**src/rtl/lifo_pkg.sv**
```systemverilog
// Shared definitions for the LIFO slice: the per-cycle stack operation decoded
// from the qualified push/pop requests.
package lifo_pkg;

  typedef enum logic [1:0] {
    OP_IDLE,
    OP_PUSH,
    OP_POP,
    OP_SWAP
  } lifo_op_e;

  function automatic lifo_op_e decode_op(input logic wr_ok, input logic rd_ok);
    if (wr_ok && rd_ok) return OP_SWAP;
    if (wr_ok)          return OP_PUSH;
    if (rd_ok)          return OP_POP;
    return OP_IDLE;
  endfunction

endpackage

```
**src/rtl/lifo_ram.sv**
```systemverilog
// Simple dual-port stack storage with a registered read port that holds its
// value unless a read is enabled; intended to map onto block RAM.
module lifo_ram #(
  parameter int DWIDTH = 16,
  parameter int AWIDTH = 8
) (
  input  logic              clk,
  input  logic              srst,
  input  logic              wr_en,
  input  logic [AWIDTH-1:0] wr_addr,
  input  logic [DWIDTH-1:0] wr_data,
  input  logic              rd_en,
  input  logic [AWIDTH-1:0] rd_addr,
  output logic [DWIDTH-1:0] rd_data
);

  logic [DWIDTH-1:0] mem [2**AWIDTH];

  // A same-address write and read in one cycle returns the old word, which is
  // what the top relies on when swapping the top of stack.
  always_ff @(posedge clk) begin
    if (wr_en) mem[wr_addr] <= wr_data;
  end

  always_ff @(posedge clk) begin
    if (srst)       rd_data <= '0;
    else if (rd_en) rd_data <= mem[rd_addr];
  end

endmodule

```
**src/rtl/lifo.sv**
```systemverilog
// Single-clock LIFO: occupancy counter, request qualification and flag decode
// around a registered-output stack RAM.
module lifo
  import lifo_pkg::*;
#(
  parameter int DWIDTH       = 16,
  parameter int AWIDTH       = 8,
  parameter int ALMOST_FULL  = 2,
  parameter int ALMOST_EMPTY = 2
) (
  input  logic              clk_i,
  input  logic              srst_i,
  input  logic              wrreq_i,
  input  logic [DWIDTH-1:0] data_i,
  input  logic              rdreq_i,
  output logic [DWIDTH-1:0] q_o,
  output logic              almost_empty_o,
  output logic              empty_o,
  output logic              almost_full_o,
  output logic              full_o,
  output logic [AWIDTH:0]   usedw_o
);

  localparam int DEPTH  = 2**AWIDTH;
  localparam int AF_INT = DEPTH - ALMOST_FULL;

  localparam logic [AWIDTH:0]   DEPTH_LVL = DEPTH[AWIDTH:0];
  localparam logic [AWIDTH:0]   AF_LVL    = AF_INT[AWIDTH:0];
  localparam logic [AWIDTH:0]   AE_LVL    = ALMOST_EMPTY[AWIDTH:0];
  localparam logic [AWIDTH:0]   ONE       = 1;
  localparam logic [AWIDTH-1:0] ONE_A     = 1;

  logic [AWIDTH:0]   usedw;
  logic [AWIDTH-1:0] push_addr;
  logic [AWIDTH-1:0] top_addr;
  logic              wr_ok;
  logic              rd_ok;
  lifo_op_e          op;

  assign empty_o        = (usedw == '0);
  assign full_o         = (usedw == DEPTH_LVL);
  assign almost_empty_o = (usedw <= AE_LVL);
  assign almost_full_o  = (usedw >= AF_LVL);
  assign usedw_o        = usedw;

  // When full the low bits wrap to 0, so top_addr still lands on DEPTH-1.
  assign push_addr = usedw[AWIDTH-1:0];
  assign top_addr  = push_addr - ONE_A;

  // A push while full is still allowed when paired with a pop (top replace).
  assign rd_ok = rdreq_i && !empty_o;
  assign wr_ok = wrreq_i && (!full_o || rd_ok);
  assign op    = decode_op(wr_ok, rd_ok);

  always_ff @(posedge clk_i) begin
    if (srst_i) begin
      usedw <= '0;
    end else begin
      case (op)
        OP_PUSH: usedw <= usedw + ONE;
        OP_POP:  usedw <= usedw - ONE;
        default: usedw <= usedw;
      endcase
    end
  end

  lifo_ram #(
    .DWIDTH(DWIDTH),
    .AWIDTH(AWIDTH)
  ) u_ram (
    .clk     (clk_i),
    .srst    (srst_i),
    .wr_en   (wr_ok && !srst_i),
    .wr_addr ((op == OP_SWAP) ? top_addr : push_addr),
    .wr_data (data_i),
    .rd_en   (rd_ok),
    .rd_addr (top_addr),
    .rd_data (q_o)
  );

endmodule

```
**config.mk**
```make
export PLATFORM = sky130hd
export DESIGN_NAME = lifo
export DESIGN_NICKNAME = d
export VERILOG_FILES = /design/src/rtl/lifo_pkg.sv /design/src/rtl/lifo_ram.sv /design/src/rtl/lifo.sv
export SDC_FILE = /design/constraint.sdc
export NUM_CORES = 2
export LEC_CHECK = 0
export BUFFER_PORTS_ARGS = -buffer_cell sky130_fd_sc_hd__buf_4
export CELL_PAD_IN_SITES_DETAIL_PLACEMENT = 2
export CELL_PAD_IN_SITES_GLOBAL_PLACEMENT = 2
export CORE_MARGIN = 1
export CORE_UTILIZATION = 40
export CTS_CLUSTER_SIZE = 14
export DETAILED_ROUTE_END_ITERATION = 10
export PLACE_DENSITY_LB_ADDON = 0.1
export SYNTH_ARGS = -nofsm -noshare
export SYNTH_HDL_FRONTEND = slang
export SYNTH_SLANG_ARGS = --single-unit
```
**constraint.sdc**
```tcl
create_clock -name clk_i -period 5.96 [get_ports clk_i]
set_input_delay 0.596 -clock clk_i [delete_from_list [all_inputs] [get_ports clk_i]]
set_output_delay 0.596 -clock clk_i [all_outputs]
set_load 0.01 [all_outputs]
```
==> qor.txt <==
CP max stage cell = nor4_1
pre-CTS setup slack = 0.476 ns
reg2reg start = usedw_o[0]$_SDFFE_PP0P_
num rows = 230
Gate Count Post-Synth = 6773
peak supply drop = 0.796 mV
Post-Layout Cell Count = 12900
Routed WL = 492 mm
DR pass1 iterations = 6
die width = 632 um
Max Clk Rate = 0.179 GHz
initial antenna violation count = 34
Port Buf Inserts = 48
register bit total from synthesis = 4121
Setup TNS = 0 ns
unrepaired setup endpoints after global routing = no
TritonCTS clock tree = yes
Synthesized Nets = 6804
Setup crit end kind = register
layout cells sized above 1 = 32.5%
Placeable Area = 394000 sq um
slew at the pin with the worst max-slew slack = 1.37 ns
final hold viol count = 0
worst reg-to-reg path cell count = 8
HP Start = data_i[4]
Post-CTS Resized = 0
clock slew at reported path FFs = 0.06 ns
CP arrival = 6.34 ns
Global Route Usage Sum = 24.6%
cell-by-cell trace of the critical path = buf_12 > buf_4 > mux4_2 > mux4_2 > mux2i_1 > o22ai_1 > nor4_1 > nor4_1
CP delay by family, top = multiplexers
full die area = 399000 sq um
class of the most critical setup path = register to register
DP Cell Count = 12100
commonest cells after routing, fill and taps aside = edfxtp_1 (4096), mux4_2 (1239), clkbuf_16 (451), buf_4 (397), nand2_1 (232)
Synth cell types = 65
worst path required time = 6.72 ns
Starting Density = 40.3%
reg2reg end = u_ram.rd_data[12]$_SDFFE_PP0N_
routed vias/inst = 5.94
CP max FO = 91
Slew Viols, Final = 0
final-layout fill cell count = 34600
met2 Usage GRT = 40.5%
met1 Use GR = 35.0%
Pleak = 55.5 nW
status = completed
register area share after synthesis = 77.9%
Synthesis Warnings = 0
Post-synth EDFFs = 4096
nets = 7331
PwrDens = 481 nW/um^2
Max-Slew Margin vs Limit = 7.53%
crit-path max cell delay = 1.21 ns
Sink Count = 4121
crit path launch type = register
Clock Tree Buf Depth = 4
Routability Congestion = 0.807
R2R Setup Slk = 0.38 ns
Syn Area/Cell = 23.4 sq um
crit share post-route = 93.6%
P&R area growth vs syn = 14.7%
vias in the first global route = 80600
Final WS setup = 0.381 ns
ANT nets after route = 0
Worst Hold Depth = 1
global route overflow = 0
ys flop type = edfxtp_1
Via Count = 76600
WL/cell = 38.2 um
CP Launch Point = usedw_o[0]$_SDFFE_PP0P_
I/O Pins = 49
Hold Path Sink = u_ram.mem[92][4]$_DFFE_PP_
GRT Max-Usage Layer = met2
Initial DRC Count = 8522
commonest non-fill, non-tap cell in the layout = edfxtp_1
H-tree Lvls = 5
Final min period = 5.58 ns
met3 Resource Use GR = 2.64%
fraction of registers with async set/reset = 0%
min-delay worst type = input port to register
worst hold slack = 0.0425 ns
CTS Buf Count = 444
Final setup viols = 0
DIE HEIGHT = 632 um
Final HPWL DP = 292 mm
WP buf/inv = 2
largest net degree at the start of global routing = 189
residual DRC count = 0
synthesized area = 159000 sq um
clock skew = 0.0540 ns
Skew-Pair Late Insertion Delay = 0.99 ns
global-route wire length before repair = 681 mm
max_cap viols = 0
root buffer cell = clkbuf_16
==> per-layer routing <==
layer / part of all wire [%] / routed length [um] / vias up
met3: 5.3 / 26200 / 574
met2: 49 / 241000 / 2593
met5: 0.0024 / 12 / -
li1: - / - / 30100
met1: 43 / 210000 / 43300
met4: 2.9 / 14300 / 2
==> worst max-delay path by stage <==
stage,slack [ns],depth (start not counted),to
detailed placement,0.48,8,u_ram.rd_data[12]$_SDFFE_PP0N_
floorplan,0.97,17,u_ram.mem[153][0]$_DFFE_PP_
finish,0.38,8,u_ram.rd_data[12]$_SDFFE_PP0N_
global placement,0.50,8,u_ram.rd_data[12]$_SDFFE_PP0N_
CTS,0.43,8,u_ram.rd_data[12]$_SDFFE_PP0N_
global route,0.30,8,u_ram.rd_data[12]$_SDFFE_PP0N_
==> final cells by class <==
cell class / count / area, sq um / area share, %
clock inverters: 260 / 2170 / 1.19
inverters: 11 / 41.3 / 0.0227
flip-flops and latches: 4121 / 124000 / 67.9
multi-input cells: 2255 / 33800 / 18.6
repair buffers: 467 / 4240 / 2.33
well taps: 5220 / 6530 / 3.59
clock buffers: 550 / 11700 / 6.41
diodes: 12 / 30.0 / 0.0165
==> cell families after synthesis <==
group	count (synthesis)	synth area share (%)
compound gates	203	0.876
xor+xnor	14	0.0820
fa+ha+maj	11	0.0915
buf+inv	397	1.16
flops	4121	77.9
mux	1276	17.8
simple gates	751	2.12
==> worst register-to-register path, cell delays in order, from the launching register on <==
cell and delay, ns:
dfxtp_4 0.36, buf_12 0.64, buf_4 0.86, mux4_2 0.75, mux4_2 0.55, mux2i_1 0.51, o22ai_1 0.30, nor4_1 1.21
nor4_1 0.18
==> flip-flops by register name, summed over array words and instances, names as in the netlist <==
name / cells
u_ram.rd_data: 16
u_ram.mem: 4096
usedw_o: 9
==> timing repair <==
action,in CTS,in global routing
hold endpoints to repair,62,0
setup buffers,0,0
hold buffers,6,0
==> metrics by stage <==
stage	power, mW	cell area, sq um	utilization, %
after floorplan	48.9	159000	-
after global placement	61.7	168000	42.7
after detailed placement	61.9	168000	42.7
after CTS	88.6	182000	46.2
after global routing	90.1	182000	46.2
final	87.6	182000	46.2
==> cells in the mapped netlist, types with 3 or more instances <==
library cell | number | area (sq um)
a2111oi_0 | 7 | 61.3
a21oi_1 | 51 | 255
a22o_1 | 7 | 61.3
a22oi_1 | 32 | 240
a311o_1 | 3 | 30.0
a31oi_1 | 8 | 50.1
a41oi_1 | 3 | 26.3
and2_1 | 6 | 37.5
and3_1 | 17 | 106
buf_1 | 24 | 90.1
buf_2 | 187 | 936
buf_4 | 29 | 218
clkbuf_1 | 146 | 548
dfxtp_1 | 25 | 500
edfxtp_1 | 4096 | 123000
ha_1 | 10 | 125
inv_1 | 11 | 41.3
mux2i_1 | 37 | 370
mux4_2 | 1239 | 27900
nand2_1 | 232 | 871
nand3_1 | 43 | 215
nand3_2 | 3 | 30.0
nand4_1 | 29 | 181
nor2_1 | 288 | 1080
nor3_1 | 37 | 185
nor3b_1 | 13 | 97.6
nor4_1 | 32 | 200
o211ai_1 | 15 | 113
o21a_1 | 3 | 22.5
o21ai_0 | 23 | 115
o21bai_1 | 16 | 120
o22ai_1 | 15 | 93.8
or2_2 | 15 | 93.8
or3_1 | 21 | 131
xnor2_1 | 10 | 87.6
xor2_1 | 3 | 26.3
==> power breakdown <==
part           total [mW]  internal, mW  switching [mW]
logic                28.6          10.7            17.9
registers            32.3          32.1           0.201
clock network        26.6          15.1            11.6
total                87.6          57.9            29.7
Note: power is estimated with default switching activity, not from simulation.
